[config.mk]
export PLATFORM = sky130hd
export DESIGN_NAME = ser_add_host
export DESIGN_NICKNAME = d
export VERILOG_FILES = /design/src/rtl/ser_add_host.sv
export SDC_FILE = /design/constraint.sdc
export NUM_CORES = 1
export LEC_CHECK = 0
export BUFFER_PORTS_ARGS = -buffer_cell sky130_fd_sc_hd__buf_2
export CAP_MARGIN = 20
export CORE_MARGIN = 4
export CORE_UTILIZATION = 40
export CTS_BUF_LIST = sky130_fd_sc_hd__clkbuf_16
export DETAILED_ROUTE_END_ITERATION = 6
export RECOVER_POWER = 25
export SETUP_SLACK_MARGIN = 0.1
export SYNTH_ARGS = -nofsm -noshare
export SYNTH_HDL_FRONTEND = slang
export SYNTH_SLANG_ARGS = --single-unit
[constraint.sdc]
create_clock -name clk -period 1.9 [get_ports clk]
set_clock_uncertainty 0.15 [all_clocks]
set_input_delay 0 -clock clk [delete_from_list [all_inputs] [get_ports clk]]
set_output_delay 0 -clock clk [all_outputs]
set_load 0.01 [all_outputs]
[src/rtl/ser_add_host.sv]
// ser_add_host: parallel host for a bit-serial adder (LSB-first operand stream, serial sum collector).
// Define SER_OVF_EN to add the signed-overflow output ovf.
module ser_add_host #(
  parameter int WIDTH = 4,
  parameter int LAT   = 1
) (
  input  logic             clk,
  input  logic             rst,
  input  logic             in_valid,
  output logic             in_ready,
  input  logic [WIDTH-1:0] a,
  input  logic [WIDTH-1:0] b,
  output logic             ser_a,
  output logic             ser_b,
  output logic             ser_en,
  input  logic             ser_s,
  output logic             out_valid,
  input  logic             out_ready,
  output logic [WIDTH-1:0] sum,
  output logic             cout
`ifdef SER_OVF_EN
  ,output logic            ovf
`endif
);
  localparam int CW = $clog2(WIDTH + 1);
  localparam logic [CW-1:0] LAST = CW'(WIDTH);
  localparam logic [1:0] IDLE = 2'd0, SEND = 2'd1, WAIT = 2'd2, HOLD = 2'd3;
  logic [1:0]    r_state;
  logic [WIDTH:0] r_sa, r_sb, r_col;
  logic [CW-1:0] r_scnt, r_ccnt;
  logic [LAT-1:0] r_dly;
  logic [LAT:0]  w_dly;
  logic          w_den;
  assign in_ready  = r_state == IDLE;
  assign out_valid = r_state == HOLD;
  assign ser_en    = r_state == SEND;
  assign ser_a     = ser_en & r_sa[0];
  assign ser_b     = ser_en & r_sb[0];
  assign w_dly     = {r_dly, ser_en};
  assign w_den     = r_dly[LAT-1];
  assign sum       = r_col[WIDTH-1:0];
  assign cout      = r_col[WIDTH];
`ifdef SER_OVF_EN
  logic r_am, r_bm;
  assign ovf = (r_am == r_bm) & (r_col[WIDTH-1] != r_am);
  always_ff @(posedge clk or negedge rst) begin
    if (!rst) begin
      r_am <= 1'b0;
      r_bm <= 1'b0;
    end else if (in_ready && in_valid) begin
      r_am <= a[WIDTH-1];
      r_bm <= b[WIDTH-1];
    end
  end
`endif
  // The delayed enable aligns capture with the adder's return latency, independent of FSM state.
  always_ff @(posedge clk or negedge rst) begin
    if (!rst) begin
      r_state <= IDLE;
      r_sa    <= '0;
      r_sb    <= '0;
      r_col   <= '0;
      r_scnt  <= '0;
      r_ccnt  <= '0;
      r_dly   <= '0;
    end else begin
      r_dly <= w_dly[LAT-1:0];
      if (w_den) begin
        r_col  <= {ser_s, r_col[WIDTH:1]};
        r_ccnt <= (r_ccnt == LAST) ? '0 : r_ccnt + 1'b1;
      end
      case (r_state)
        IDLE: if (in_valid) begin
          r_sa    <= {1'b0, a};
          r_sb    <= {1'b0, b};
          r_scnt  <= '0;
          r_state <= SEND;
        end
        SEND: begin
          r_sa    <= r_sa >> 1;
          r_sb    <= r_sb >> 1;
          r_scnt  <= r_scnt + 1'b1;
          r_state <= (r_scnt == LAST) ? WAIT : SEND;
        end
        WAIT: r_state <= (w_den && r_ccnt == LAST) ? HOLD : WAIT;
        default: r_state <= out_ready ? IDLE : HOLD;
      endcase
    end
  end
endmodule

Word-level counts from Yosys, hierarchy flattened
Index checks and enable logic that the tools add are counted.

Flip-flop bits (word level): 24. Word-level logic and storage cells: 33. Output and inout bits: 10. Input bits: 13.

Reduce and logical (&&, ||, !) cells: 4. Muxes and demuxes: 12. Equality and inequality tests: 6. Bitwise operators: 2. $add $sub $neg: 2.

Operators with widths (count): $pmux W5 S2 (2); $mux W5 (2); $add A3 B1 Y3 const B (2); $eq A3 B3 Y1 const B (2); $mux W2 (3); $mux W3 (2); $pmux W2 S3 (1); $pmux W3 S2 (1); $eq A2 B2 Y1 const B (2); $and A1 B1 Y1 (2); $eq A2 B1 Y1 const B (1); $logic_not A2 Y1 (1); $ne A2 B2 Y1 const B (1); $reduce_and A2 Y1 (1); $reduce_bool A2 Y1 (1); $logic_and A1 B1 Y1 (1); $mux W1 (1).

Logic depth before layout (Yosys ltp)
Depth in word-level cells: 4. Gate-level depth with buffers: 4. Depth with buffers taken out: 4.

Least setup slack after synthesis
No wires, ideal clock.

Path type: register to register. Start: register r_ccnt[0]. End: register r_state[0]. Stages on the path, launching flop included: 5. Arrival time: 1.155 ns. Setup time: 0.138 ns. Clock period less this slack: 1.444 ns. Path slack: 0.456 ns. Cell sequence: dfrtp_1 > inv_1 > ha_1 > and3_1 > mux4_2.

Cells in the longest elaborated chain, start to end: 4.

Ends and longest elaborated chain: from (decl) (line 30) `logic [CW-1:0] r_scnt, r_ccnt;`; from (signal assigned) (line 70) `r_ccnt <= (r_ccnt == LAST) ? '0 : r_ccnt + 1'b1;`; $eq A3 B3 Y1 (line 85) `WAIT: r_state <= (w_den && r_ccnt == LAST) ? HOLD : WAIT;`; $logic_and A1 B1 Y1 (line 85); $mux W1 (line 85); $pmux W2 S3 (line 72) `case (r_state)`; to (signal assigned) (line 83) `r_state <= (r_scnt == LAST) ? WAIT : SEND;`; to (signal assigned) (line 85); to (signal assigned) (line 86) `default: r_state <= out_ready ? IDLE : HOLD;`; to (decl) (line 28) `logic [1:0] r_state;`.

Every way passes these cells. A chain may end at the register's enable or synchronous reset.

Worst setup path in the final report
Start: register r_state[1]. End: output port ser_b.

Cells in the longest elaborated chain, start to end: 2.

Ends and longest elaborated chain: $eq A2 B1 Y1 (line 36) `assign ser_en = r_state == SEND;`; $and A1 B1 Y1 (line 38) `assign ser_b = ser_en & r_sb[0];`; to (decl) (line 14) `output logic ser_b,`.

Every way passes these cells.

==> results.txt <==
Counting the buffers created by CTS gives 3. Adding up every negative setup slack in the final design gives 0 ps. Setup slack on the worst flop-to-flop path: 360 ps. In this run, synthesis produced a sequential element count of 22.

Setup slack on the critical path of the routed design comes to 307 ps. The floorplan step set the die width to 60.8 µm. For the number of warnings reported in the yosys synthesis log, the log shows 0.

For this run, the detailed router's first-pass iteration total came to 4. Total of buffers placed on input and output ports: 22. The maximum level of the CTS H-tree came out at 1. Sequential cells account for 41.3% of the total power.

The top-area cell type share of the netlist area is 49.3%, and the final critical delay including setup and external delays is 1590 ps. The power per cell area came out at 1610 nW/µm². The tools report the startpoint of the most critical register-to-register path as r_ccnt[0]$_DFFE_PN0P_. Setup repair after global routing left no endpoint under its margin.

TritonCTS built the clock tree. By area the synthesized netlist is led by sky130_fd_sc_hd__dfrtp_1 (49%), sky130_fd_sc_hd__a221o_1 (6.3%), sky130_fd_sc_hd__mux2_2 (6.1%), sky130_fd_sc_hd__and4bb_1 (4.5%), sky130_fd_sc_hd__ha_1 (4.5%). The tools report the count of final max-slew check failures as 0. Distinct cell type count after synthesis: 26. STA classifies the critical path endpoint as an output pin. Hold path endpoint: r_sa[0]$_DFFE_PN0P_. The post-synth net total is 103. The average instance in the mapped netlist occupies 13.0 µm². For this run, the register share of the synthesized area comes to 49.3%.

Prior to clock tree synthesis, the placed netlist has a worst setup slack of 312 ps. The number of filler instances in the final layout was 235. In the routed design, unresolved DRC markers number 0. Along the worst hold path, the cell count comes to 3. The master cell of the clock root buffer was sky130_fd_sc_hd__clkbuf_16.

Summed over all nets, the switching power comes to 0.728 mW. Detailed placement finished with a half-perimeter wire length of 1450 µm. Area of the die: 3700 µm². The most used flip-flop cell after synthesis is sky130_fd_sc_hd__dfrtp_1.

The total number of nets in the final design came out at 133. The count of antenna diodes in the layout is 0, and the count of pins on the block boundary is 23. For this design the static power due to leakage is 0.664 nW.

After detailed routing, the average wire length per cell comes to 14.6 µm. The mapped netlist covers 1120 µm². The detail-routed via count per cell is 5.31, and the maximum resistive drop on vdd is 1080 µV.

The global-route wire length before repair was 3670 µm. The run gives 0 as the setup violation total in the final timing report. The later pin in the worst-skew pair is clocked with a latency of 250 ps. The internal power consumption was 1.46 mW. Synthesis produced a netlist whose cell count is 86. After global routing the overflow that remains totals 0.

The clock drives 22 sinks. After detailed routing, the total wire length is 2100 µm. The area growth from synthesis to layout is 22.3%. The run gives 0 as the initial antenna violation count.

The worst pin sits at a relative slew slack of 21.4%. Of the total power, the share spent switching nets is 33.2%. Counting flops with a built-in enable in the synthesized netlist gives 0. The final hold violation count was 0. The tools report the DRC violation total after the first TritonRoute iteration as 44.

The worst register-to-register path ends at r_state[0]$_DFFE_PN0P_. The transition time of the tightest slew-check pin was 1180 ps; the number of antenna-violating nets in the routed design was 0. The maximum clock frequency came out at 628 MHz. For the worst flop-to-flop path, the logic depth is 4.

The tools report the core region area as 2570 µm². The worst hold path begins at a[0]. The critical path starts at r_state[1]$_DFFE_PN0P_.

The logs give 18 for the standard-cell row count and 39.3% for the proportion of power drawn by combinational gates. After clock tree synthesis, the clock-pin slew on the worst setup and hold paths is 60 ps. The number of buffers inserted by post-CTS setup repair is 0.

The congestion estimate from routability-driven global placement came to 0.733. The logs give 764 for the count of vias placed by the detailed router and 1750 ps for the required time of the worst setup path. Of all cell types, the one taking the most synthesized area is sky130_fd_sc_hd__dfrtp_1. The initial cell density of the core is 43.5%. The worst setup path is launched from a flip-flop. The global routing usage summed across all routing layers was 13.2%. For this run, asynchronously set or reset flops after synthesis account for 100%. The tools report the data arrival time at the worst-slack endpoint as 1440 ps. The worst setup path is of the reg2out kind.

Of all nets on the critical path, the largest fanout is 17. The ratio of final minimum period to clock period was 83.9%. The worst hold path belongs to the class in2reg. The flow ran to the end, and the final reports show no timing, DRC or antenna violations. In this run the vertical extent of the chip is 60.8 µm. The clock network accounts for 19.4% of the total power. The fraction of layout instances using a drive strength above 1 is 33.3%, and the maximum number of pins on one net before global-route repair is 23.

The tools report the via count of the first global-routing pass as 806. The tools report the number of buffers on the longest clock path as 2. Max-cap check violation count: 0.
state kept, by name, indices dropped and copies added, names as in the netlist:
register / cells
r_ccnt: 3
r_col: 5
r_dly: 1
r_sa: 4
r_sb: 4
r_scnt: 3
r_state: 2
worst max path at each step:
stage	endpoint	cells past startpoint
after floorplan	r_state[0]$_DFFE_PN0P_	4
after global placement	r_sb[2]$_DFFE_PN0P_	3
after detailed placement	r_sb[1]$_DFFE_PN0P_	3
after CTS	ser_b	4
after global routing	r_state[0]$_DFFE_PN0P_	2
final	ser_b	4
power by group through the flow:
| stage | logic [mW] | registers, mW | clock network [mW] |
|---|---|---|---|
| floorplan | 0.747 | 0.833 | 0 |
| global placement | 0.840 | 0.901 | 0 |
| detailed placement | 0.864 | 0.911 | 0 |
| CTS | 0.885 | 0.906 | 0.433 |
| global route | 0.983 | 0.953 | 0.456 |
| finish | 0.862 | 0.904 | 0.425 |
area by class of cell:
cell class | count | area (µm²) | area share, %
flip-flops and latches | 22 | 552 | 40.4
multi-input cells | 53 | 488 | 35.7
repair buffers | 31 | 194 | 14.2
clock buffers | 3 | 75.1 | 5.50
well taps | 30 | 37.5 | 2.75
inverters | 5 | 18.8 | 1.37
kinds of logic (layout without fill, tap and decap cells):
logic type	after synthesis	count (layout)	share of synthesized area [%]
AND/OR/NAND/NOR	25	25	17.6
flip-flops	22	22	49.3
adder cells (fa/ha/maj)	4	4	4.48
AO/OA/AOI/OAI	17	17	13.6
multiplexers	7	7	8.07
buffers and inverters	11	39	6.95
routing by layer:
layer	track usage, %	routed length [µm]	share of wire [%]
met5	0	0	0
met4	1.86	12	0.57
met3	3.83	94	4.5
met2	22.1	1000	48
met1	17.4	987	47
synth_stat cells (2+ instances only):
cell type,count
sky130_fd_sc_hd__and2_1,5
sky130_fd_sc_hd__nor2b_1,5
sky130_fd_sc_hd__o21ai_0,3
sky130_fd_sc_hd__inv_1,5
sky130_fd_sc_hd__nand2_1,2
sky130_fd_sc_hd__a221o_1,7
sky130_fd_sc_hd__ha_1,4
sky130_fd_sc_hd__buf_2,2
sky130_fd_sc_hd__and4bb_2,3
sky130_fd_sc_hd__and4bb_1,4
sky130_fd_sc_hd__mux2_2,6
sky130_fd_sc_hd__a22o_1,2
sky130_fd_sc_hd__buf_6,3
sky130_fd_sc_hd__nand2b_1,2
sky130_fd_sc_hd__dfrtp_1,22
worst max-delay path: stages, from the launching register on:
cell	delay, ps
sky130_fd_sc_hd__dfrtp_1	620
sky130_fd_sc_hd__nor2b_1	90
sky130_fd_sc_hd__buf_4	180
sky130_fd_sc_hd__and2_1	170
sky130_fd_sc_hd__buf_2	140
placed cells by master, fill, tap and decap left out, types with 2 or more instances in the layout:
cell	instances
sky130_fd_sc_hd__buf_2	21
sky130_fd_sc_hd__dfrtp_1	21
sky130_fd_sc_hd__a221o_1	7
sky130_fd_sc_hd__dlygate4sd3_1	7
sky130_fd_sc_hd__mux2_2	6
sky130_fd_sc_hd__inv_1	5
sky130_fd_sc_hd__nor2b_1	5
sky130_fd_sc_hd__and2_1	5
sky130_fd_sc_hd__and4bb_1	4
sky130_fd_sc_hd__ha_1	4
sky130_fd_sc_hd__o21ai_0	3
sky130_fd_sc_hd__and4bb_2	3
sky130_fd_sc_hd__clkbuf_16	3
sky130_fd_sc_hd__nand2b_1	2
sky130_fd_sc_hd__a22o_1	2
sky130_fd_sc_hd__nand2_1	2
sky130_fd_sc_hd__buf_4	2
through the flow:
stage / instances / power [mW] / hold slack (ps) / cell area, µm² / utilization, %
5_1_grt: 144 / 2.39 / 39.0 / 1370 / 53.2
3_5_place_dp: 134 / 1.77 / -160 / 1220 / 47.5
4_1_cts: 144 / 2.22 / 4.52 / 1370 / 53.2
3_3_place_gp: 134 / 1.74 / -150 / 1220 / 47.5
6_report: 144 / 2.19 / 1.55 / 1370 / 53.2
2_1_floorplan: 86 / 1.58 / -446 / 1120 / -
timing repair:
action / CTS / global route
endpoints found under the setup margin: 0 / 2
hold buffers: 7 / 0
hold endpoints to repair: 29 / 0
gates resized for setup: 0 / 1
(Power assumes the default switching activity.)
